### config.mk
export PLATFORM = sky130hd
export DESIGN_NAME = hexkeypad_scan
export DESIGN_NICKNAME = d
export VERILOG_FILES = /design/src/rtl/hexkeypad_scan_pkg.sv /design/src/rtl/hexkeypad_scan_sync2.sv /design/src/rtl/hexkeypad_scan.sv
export SDC_FILE = /design/constraint.sdc
export NUM_CORES = 1
export LEC_CHECK = 0
export ABC_CLOCK_PERIOD_IN_PS = 8400
export CAP_MARGIN = 20
export CORE_UTILIZATION = 45
export CTS_CLUSTER_DIAMETER = 60
export DETAILED_ROUTE_END_ITERATION = 8
export PLACE_DENSITY = 0.7
export SLEW_MARGIN = 10
export SYNTH_ARGS = -nofsm -noshare
export SYNTH_HDL_FRONTEND = slang
export SYNTH_HIERARCHICAL = 1
export SYNTH_SLANG_ARGS = --single-unit
### constraint.sdc
create_clock -name clk -period 8.4 [get_ports clk]
set_input_delay 0.84 -clock clk [delete_from_list [all_inputs] [get_ports clk]]
set_output_delay 0.84 -clock clk [all_outputs]
set_load 0.05 [all_outputs]
### src/rtl/hexkeypad_scan_pkg.sv
// -----------------------------------------------------------------------------
// hexkeypad_scan_pkg
//
// Shared types and helpers for the 4x4 hex keypad scanner.
//   state_t        : debounced key state (RELEASED / HELD)
//   scan_kind_t    : classification of one complete four-row scan
//   scan_result_t  : scan kind plus the key code (code is 0 unless kind is KEY)
//   ROW_IDLE       : row / column level with nothing driven or pressed
//   count_lows()   : number of active-low lines in a 4-bit group
//   first_low()    : index of the lowest-numbered active-low line
// -----------------------------------------------------------------------------
package hexkeypad_scan_pkg;

   typedef enum logic {
      ST_RELEASED = 1'b0,
      ST_HELD     = 1'b1
   } state_t;

   typedef enum logic [1:0] {
      SCAN_NONE  = 2'd0,
      SCAN_KEY   = 2'd1,
      SCAN_MULTI = 2'd2
   } scan_kind_t;

   typedef struct packed {
      scan_kind_t kind;
      logic [3:0] code;
   } scan_result_t;

   localparam logic [3:0] ROW_IDLE = 4'b1111;

   localparam scan_result_t SCAN_RESULT_NONE = '{kind: SCAN_NONE, code: 4'd0};

   function automatic logic [2:0] count_lows(input logic [3:0] lines);
      logic [2:0] n;
      n = 3'd0;
      for (int i = 0; i < 4; i++) begin
         if (!lines[i]) n = n + 3'd1;
      end
      return n;
   endfunction

   // Walks downward so the last hit is the lowest index; only meaningful
   // when exactly one line is low, which is the only case that uses it.
   function automatic logic [1:0] first_low(input logic [3:0] lines);
      logic [1:0] idx;
      idx = 2'd0;
      for (int i = 3; i >= 0; i--) begin
         if (!lines[i]) idx = 2'(i);
      end
      return idx;
   endfunction

endpackage

### src/rtl/hexkeypad_scan_sync2.sv
// -----------------------------------------------------------------------------
// keypad_sync2
//
// Two-flop synchroniser for the asynchronous keypad column lines.
//   clk   : system clock
//   reset : synchronous, active-high; flops return to the idle (all-high) level
//   d     : raw column lines from the keypad (active low, pulled up)
//   q     : column lines synchronised to clk, two clocks behind d
// -----------------------------------------------------------------------------
module keypad_sync2
   import hexkeypad_scan_pkg::*;
(
   input  logic       clk,
   input  logic       reset,
   input  logic [3:0] d,
   output logic [3:0] q
);

   logic [3:0] meta;

   // NOTE: sequential state is written with non-blocking assignments so every
   // flop samples the pre-edge value of its source; with blocking assignments
   // meta and q would collapse into a single stage.
   always_ff @(posedge clk) begin
      if (reset) begin
         meta <= ROW_IDLE;
         q    <= ROW_IDLE;
      end else begin
         meta <= d;
         q    <= meta;
      end
   end

endmodule

### src/rtl/hexkeypad_scan.sv
// -----------------------------------------------------------------------------
// hexkeypad_scan
//
// Scans a 4x4 hex keypad one row at a time, debounces whole-keypad scans and
// shifts each newly pressed hex digit into a 16-bit value register that feeds
// the seven-segment display driver.
//
// Parameters
//   DWELL_BITS : each row is driven for 2**DWELL_BITS clocks (>= 2)
//   DEBOUNCE   : consecutive identical scans to accept a press/release (1..15)
//
// Ports
//   clk       : system clock
//   reset     : synchronous, active-high reset
//   row       : row drive, active low, exactly one bit low
//   col       : column sense, active low, asynchronous
//   value     : shifted digit register, newest digit in [3:0]
//   key_code  : code of the last accepted key
//   key_valid : one-clock pulse when a press is accepted
//   key_down  : high while a debounced key is held
// -----------------------------------------------------------------------------
module hexkeypad_scan
   import hexkeypad_scan_pkg::*;
#(
   parameter int DWELL_BITS = 10,
   parameter int DEBOUNCE   = 4
)(
   input  logic        clk,
   input  logic        reset,
   output logic [3:0]  row,
   input  logic [3:0]  col,
   output logic [15:0] value,
   output logic [3:0]  key_code,
   output logic        key_valid,
   output logic        key_down
);

   localparam logic [3:0] DEB_MAX = 4'(DEBOUNCE);

   // ---------------------------------------------------------------------------
   // Column synchroniser
   // ---------------------------------------------------------------------------
   logic [3:0] col_sync;

   keypad_sync2 u_sync (
      .clk   (clk),
      .reset (reset),
      .d     (col),
      .q     (col_sync)
   );

   // ---------------------------------------------------------------------------
   // Row scanner: free-running dwell counter, row advances on wrap
   // ---------------------------------------------------------------------------
   logic [DWELL_BITS-1:0] dwell;
   logic [1:0]            row_idx;
   logic                  sample;     // last cycle of the dwell: columns settled
   logic                  scan_done;  // row 3 sampled this cycle

   assign sample    = &dwell;
   assign scan_done = sample && (row_idx == 2'd3);
   assign row       = ROW_IDLE ^ (4'b0001 << row_idx);

   // ---------------------------------------------------------------------------
   // Per-scan detector
   // acc_lows saturates at 2: beyond "more than one" the count is irrelevant.
   // ---------------------------------------------------------------------------
   logic [1:0]   acc_lows;
   logic [3:0]   acc_code;
   logic [2:0]   row_lows;
   logic [1:0]   merged_lows;
   logic [3:0]   merged_code;
   scan_result_t scan;

   // NOTE: every signal driven here gets a default before any condition, so
   // no path leaves it unassigned and no latch is inferred.
   always_comb begin
      row_lows    = count_lows(col_sync);
      merged_lows = acc_lows;
      merged_code = acc_code;
      if (row_lows != 3'd0) begin
         if ((acc_lows == 2'd0) && (row_lows == 3'd1)) begin
            merged_lows = 2'd1;
            merged_code = {row_idx, first_low(col_sync)};
         end else begin
            merged_lows = 2'd2;
         end
      end
   end

   always_comb begin
      scan = SCAN_RESULT_NONE;
      case (merged_lows)
         2'd0:    scan = SCAN_RESULT_NONE;
         2'd1:    scan = '{kind: SCAN_KEY, code: merged_code};
         default: scan = '{kind: SCAN_MULTI, code: 4'd0};
      endcase
   end

   // ---------------------------------------------------------------------------
   // Debounce run counter: length of the current run of identical scans,
   // saturating at DEBOUNCE.
   // ---------------------------------------------------------------------------
   scan_result_t prev_scan;
   logic [3:0]   run;
   logic [3:0]   run_next;

   always_comb begin
      if (scan == prev_scan) begin
         run_next = (run >= DEB_MAX) ? DEB_MAX : run + 4'd1;
      end else begin
         run_next = 4'd1;
      end
   end

   // NOTE: reset is sampled synchronously here; every flop in the block,
   // including the scan accumulator, is returned to a known value so a reset
   // mid-scan cannot leak a partial scan into the next one.
   always_ff @(posedge clk) begin
      if (reset) begin
         dwell     <= '0;
         row_idx   <= 2'd0;
         acc_lows  <= 2'd0;
         acc_code  <= 4'd0;
         prev_scan <= SCAN_RESULT_NONE;
         run       <= 4'd0;
      end else begin
         dwell <= dwell + 1'b1;
         if (sample) begin
            row_idx <= row_idx + 2'd1;
            if (scan_done) begin
               acc_lows  <= 2'd0;
               acc_code  <= 4'd0;
               prev_scan <= scan;
               run       <= run_next;
            end else begin
               acc_lows <= merged_lows;
               acc_code <= merged_code;
            end
         end
      end
   end

   // ---------------------------------------------------------------------------
   // Key state machine, evaluated once per completed scan
   // ---------------------------------------------------------------------------
   state_t state;
   state_t next_state;
   logic   press;
   logic   release_key;

   always_ff @(posedge clk) begin
      if (reset) begin
         state <= ST_RELEASED;
      end else begin
         state <= next_state;
      end
   end

   always_comb begin
      next_state = state;
      if (scan_done) begin
         case (state)
            ST_RELEASED: begin
               // MULTI and NONE only restart the run; no auto-repeat from HELD.
               if ((scan.kind == SCAN_KEY) && (run_next == DEB_MAX)) next_state = ST_HELD;
            end
            ST_HELD: begin
               if ((scan.kind == SCAN_NONE) && (run_next == DEB_MAX)) next_state = ST_RELEASED;
            end
            default: next_state = ST_RELEASED;
         endcase
      end
   end

   always_comb begin
      press       = (state == ST_RELEASED) && (next_state == ST_HELD);
      release_key = (state == ST_HELD) && (next_state == ST_RELEASED);
   end

   // Registered outputs; key_code and value update on the same edge as the
   // key_valid pulse is raised. press still carries this scan's code.
   always_ff @(posedge clk) begin
      if (reset) begin
         value     <= 16'd0;
         key_code  <= 4'd0;
         key_valid <= 1'b0;
         key_down  <= 1'b0;
      end else begin
         key_valid <= press;
         if (press) begin
            value    <= {value[11:0], scan.code};
            key_code <= scan.code;
            key_down <= 1'b1;
         end else if (release_key) begin
            key_down <= 1'b0;
         end
      end
   end

endmodule
==> results of run 1 <==
==> metal layers <==
layer,GRT usage (%),vias up
met1,20.2,866
met5,0,-
li1,-,979
met4,4.04,0
met3,3.93,5
met2,27.3,16
==> area by class of cell <==
type,instances,area share (%)
clock buffers,6,2.49
multi-input cells,193,43.2
flip-flops and latches,55,37.8
clock inverters,1,1.03
repair buffers,31,10.5
inverters,16,2.06
well taps,70,3.00
==> cell usage after synthesis (2+ instances only) <==
| cell | instances |
|---|---|
| dfxtp_1 | 55 |
| nor2_1 | 38 |
| nand2_1 | 23 |
| a21oi_1 | 18 |
| inv_1 | 16 |
| mux2i_1 | 14 |
| nand3_1 | 11 |
| o21ai_0 | 11 |
| ha_1 | 10 |
| or2_1 | 8 |
| xor2_1 | 8 |
| clkbuf_1 | 7 |
| xnor2_1 | 5 |
| a22oi_1 | 4 |
| buf_4 | 4 |
| nor3_1 | 4 |
| or3_1 | 4 |
| a211oi_1 | 3 |
| nor2b_1 | 3 |
| and2_1 | 2 |
| and3_1 | 2 |
| clkbuf_8 | 2 |
| nand4_1 | 2 |
| nor3b_1 | 2 |
| o21a_1 | 2 |
| or4_1 | 2 |
==> flip-flops by register name (all words and copies together), names as in the netlist <==
| register | count |
|---|---|
| value | 16 |
| dwell | 10 |
| prev_scan | 6 |
| acc_code | 4 |
| run | 4 |
| u_sync/meta | 4 |
| u_sync/q | 4 |
| acc_lows | 2 |
| row_idx | 2 |
| key_down | 1 |
| key_valid | 1 |
| state | 1 |
==> power by group through the flow <==
stage | Sequential [W] | Clock, W | Combinational (W)
floorplan | 0.000271 | 0 | 0.0000270
global placement | 0.000272 | 0 | 0.0000312
detailed placement | 0.000272 | 0 | 0.0000320
CTS | 0.000266 | 0.000171 | 0.0000322
global route | 0.000266 | 0.000181 | 0.0000354
finish | 0.000266 | 0.000167 | 0.0000321
==> cells by family (layout without fill, tap and decap cells) <==
logic type	after synthesis	after routing	share of synthesized area (%)
adder cells (fa/ha/maj)	10	10	4.97
AND/OR/NAND/NOR	108	108	21.4
XOR/XNOR	14	14	5.46
multiplexers	16	16	6.60
AO/OA/AOI/OAI	45	45	11.6
buffers and inverters	31	54	6.31
flip-flops	55	55	43.7
==> final timing paths <==
path | slack [ns] | from | depth (start not counted) | to
max | 3.53 | u_sync/q[0] | 16 | value[0]
min | 0.42 | u_sync/meta[3] | 1 | u_sync/q[3]
max reg2reg | 3.53 | u_sync/q[0] | 16 | value[0]
min reg2reg | 0.42 | u_sync/meta[3] | 1 | u_sync/q[3]
==> per-stage QoR <==
stage          setup WS, ns  hold WS (ns)  instances  utilization [%]  power (W)
6_report               3.53         0.417        372             55.7   0.000465
5_1_grt                3.17         0.432        372             55.7   0.000482
4_1_cts                3.50         0.420        372             55.7   0.000468
3_5_place_dp           3.51         0.393        365             53.7   0.000304
3_3_place_gp           3.64         0.392        365             53.7   0.000303
2_1_floorplan          3.78         0.383        279                -   0.000298
==> impl_metrics.ini, run 1 <==
[status]
status = finished clean

[detailed_routing]
routedWlPerCell_um = 12.1
drc = 0
top_layer_used = met4
dr.pass1.iters = 4
num_vias = 1866
wl_met1_mm = 2.31
totalWireLength_mm = 4.48
dr.first_iter.drc_count = 130
wl_met2_mm = 2.06
avgViaCountPerCell = 5.02
drtAntennaViolNets = 0
wl_met3_um = 86

[cells_and_area]
final_cell_mix = dfxtp_1, nor2_1, clkdlybuf4s50_1
syn2layout_area_growth_pct = 15.7
final_common_cell = dfxtp_1
fill_cells = 509
fin_nets = 318
drive_gt1_share_pct = 6.29
final_area_um2 = 2920
seqCellArea_um2 = 1100
antennaDiodeCount = 0
multi_input_area_um2 = 1260

[sta]
finalSetupTns_ns = 0
skew_ns = 0.00961
slew_headroom_pct = 37.8
rsz0062_at_grt = no
hold_viol = 0
fin_crit_sh_pct = 58.0
maxSlewViolCount = 0
fmax_mhz = 205
min_period_ns = 4.87
setup_viol = 0
tightest_slew_ns = 0.933

[yosys]
syn_inst = 279
seq_area_frac_synth_pct = 43.7
synth_cell_types = 45
yosys.area.top_type = dfxtp_1
synth-seq-cells = 55
synth_edf_count = 0
synthTopCellsByArea = dfxtp_1, nor2_1, mux2i_1, ha_1, a21oi_1
syn_area_per_cell_um2 = 9.03
synth_top_area_share_pct = 43.7
ys.flop_type = dfxtp_1
yosys_warnings = 6
syn_area_um2 = 2520
async_flop_share_pct = 0
synth_fp_nets = 295

[place]
gp_congestion = 0.791
place_area_um2 = 2810
dp_hpwl_mm = 3.20
io_buffers = 31

[clock_network]
cts_root_buffer = clkbuf_8
clk_path_buf_depth = 2
cts_tree = done
post_cts_buffers = 0
cts_buffers = 5
path_clk_slew_ns = 0.09
clock_sinks = 55
cts-resized-gates = 0
clk_latency_ns = 0.30
hold_buffers = 0
htreeDepth = 2

[floorplan]
dieHeight_um = 76.8
start_util_pct = 48.1
fp.dieW_um = 76.8
die-area_um2 = 5900
rows = 26
pin_count = 32
core_area_um2 = 5240

[worst_setup_path]
cpPeakStageDelay_ns = 0.75
crit_arrival_ns = 5.03
crit_buf_inv = 2
path_max_fanout = 18
worst-setup-path-type = flop to flop
cp_top_family = adder cells
critPathMostFrequentCell = ha_1
path_cells = inv_1 -> ha_1 -> xnor2_1 -> ha_1 -> nor2b_1 -> a311o_1 -> nor4_4 -> mux2_2 -> xnor2_1 -> a41oi_2 -> or4_1 -> nand2_1 -> ha_1 -> inv_1 -> a21oi_1 -> nor2_1
cp-end-kind = flop
crit_required_ns = 8.56
critPathLaunchType = flop
crit_slowest_cell = ha_1

[min_path]
hold_class = flop to flop

[global_route]
grt_pass1_vias = 1734
groute.usage.overall_pct = 16.1
grt_max_degree = 56
grt_remaining_overflow = 0
antenna_found_initial = 0
grt_pass1_wl_mm = 7.78

[power]
p_sw_w = 0.000100
seqPwrFrac_pct = 57.2
swShare_pct = 21.5
leakage_nw = 1.08
clockPowerShare_pct = 35.9
comb_power_share_pct = 6.9
p_int_w = 0.000365
peakVddDrop_mv = 0.0880
power_density_nw_per_um2 = 159

[job]
drv_cap = 0
(Power assumes the default switching activity.)
==> run 2, diff against run 1 <==
- ABC_CLOCK_PERIOD_IN_PS: 8400 -> 4400
- PLACE_DENSITY: 0.7 -> 0.73
- clock period: 8.4 -> 4.4 ns (I/O delays scaled with it)
==> run 2 against run 1 <==
Net effect:
- cell count increased by 1.9%
- clock skew up 0.0050 ns
- sequential power rose by 91%
- routed wire length rose by 7.5%
- die area is the same
- critical path depth grew 3
- clock power grew 110%
- register-to-register slack worse by 3.3 ns
- non-clock buffer count is 6 higher
- sequential share of layout area fell by 1.5 points
- combinational power up 130%
==> impl_metrics.ini, run 2 (synthesis gave the netlist of run 1 again) <==
[cells_and_area]
fin_nets = 324
drive_gt1_share_pct = 10.4
largest_reg_flops = 16
multi_input_area_um2 = 1310
reg.largest.list = value x16, dwell x10, prev_scan x6
final_common_cell = dfxtp_1
largest_register = value
syn2layout_area_growth_pct = 20.6
antennaDiodeCount = 0
final_cell_mix = dfxtp_1, nor2_1, clkdlybuf4s50_1
fill_cells = 458
seqCellArea_um2 = 1100

[worst_setup_path]
path_max_fanout = 18
r2r_end = value[0]
critPathLaunchType = flop
crit_arrival_ns = 4.30
cp-end-kind = flop
r2r_slack_ns = 0.27
worst-setup-path-type = flop to flop
crit_required_ns = 4.57
r2r_cells = 19
r2r-start = u_sync/q[1]

[global_route]
grt_pass1_vias = 1854
groute.usage.overall_pct = 17.7
grt_remaining_overflow = 0
grt_max_degree = 56
grt_pass1_wl_mm = 8.36
antenna_found_initial = 0

[power]
p_total_w = 0.000925
leakage_nw = 1.13
peakVddDrop_mv = 0.171
power_density_nw_per_um2 = 304

[floorplan]
dieHeight_um = 76.8
die-area_um2 = 5900
core_area_um2 = 5240
start_util_pct = 48.1
fp.dieW_um = 76.8
pin_count = 32
rows = 26

[sta]
finalSetupTns_ns = 0
maxSlewViolCount = 0
skew_ns = 0.0146
tightest_slew_ns = 0.933
slew_headroom_pct = 37.8
setup_viol = 0
fin_crit_sh_pct = 93.8
hold_viol = 0
whs_ns = 0.406
fmax_mhz = 242
min_period_ns = 4.13
rsz0062_at_grt = no

[place]
io_buffers = 31
dp_hpwl_mm = 3.33
gp_congestion = 0.832

[detailed_routing]
wl_met3_um = 198
avgViaCountPerCell = 5.09
wl_met1_mm = 2.21
totalWireLength_mm = 4.82
drtAntennaViolNets = 0
dr.pass1.iters = 4
top_layer_used = met4
num_vias = 1928
routedWlPerCell_um = 12.7
drc = 0
wl_met2_mm = 2.29
dr.first_iter.drc_count = 106

[clock_network]
cts_tree = done
cts_buffers = 5
cts-resized-gates = 0
path_clk_slew_ns = 0.10
clk_latency_ns = 0.32
clk_path_buf_depth = 2
htreeDepth = 2
clock_sinks = 55
cts_root_buffer = clkbuf_8
post_cts_buffers = 0
hold_buffers = 0

[status]
status = finished clean

[min_path]
holdPathEnd = u_sync/q[3]
min_from = u_sync/meta[3]
holdPathStages = 1
hold_class = flop to flop

[job]
drv_cap = 0
==> run 2: critical path, cell delays in order (launching register included) <==
cell     delay (ns)
dfxtp_1        0.37
inv_1          0.11
ha_4           0.32
xnor2_1        0.13
ha_1           0.24
nor2b_1        0.12
a311o_1        0.34
nor4_4         0.30
buf_4          0.18
mux2_4         0.32
or2_2          0.31
a41oi_4        0.26
or4_1          0.17
nand2_1        0.06
ha_1           0.22
buf_12         0.16
inv_1          0.11
nor2_1         0.06
a21oi_1        0.14
nor2_1         0.05
==> run 2: through the flow <==
| step | instance area, µm² | setup WS, ns | utilization, % | instances |
|---|---|---|---|---|
| 2_1_floorplan | 2520 | 0.0811 | - | 279 |
| 3_3_place_gp | 2870 | 0.270 | 54.8 | 371 |
| 3_5_place_dp | 2870 | 0.0892 | 54.8 | 371 |
| 4_1_cts | 2990 | 0.0615 | 57.1 | 379 |
| 5_1_grt | 3040 | 0.0106 | 58.0 | 379 |
| 6_report | 3040 | 0.274 | 58.0 | 379 |
==> run 2: worst max-delay path by stage <==
| stage | from | to | cells past startpoint |
|---|---|---|---|
| after floorplan | u_sync/q[0] | value[10] | 18 |
| after global placement | u_sync/q[0] | value[0] | 17 |
| after detailed placement | u_sync/q[0] | value[0] | 18 |
| after CTS | u_sync/q[0] | value[0] | 18 |
| after global routing | u_sync/q[1] | value[0] | 19 |
| final | u_sync/q[1] | value[0] | 19 |
==> run 2: routing by layer <==
layer | vias up | track usage [%]
met5 | - | 0
li1 | 998 | -
met2 | 28 | 29.7
met1 | 891 | 20.8
met4 | 0 | 7.31
met3 | 11 | 5.36
==> run 2: final cells by class <==
type	count	area share, %
inverter	16	1.98
tap	70	2.88
timing repair buffer	37	11.9
clock buffer	6	2.72
clock inverter	2	1.15
multi-input combinational	193	43.0
sequential	55	36.3
==> run 2: report_power, final <==
group	leakage, nW	internal [W]	switching, W	total (W)
clock	0.0612	0.000184	0.000161	0.000346
combinational	0.623	0.0000328	0.0000396	0.0000724
sequential	0.445	0.000503	0.00000356	0.000507
total	1.13	0.000720	0.000205	0.000925
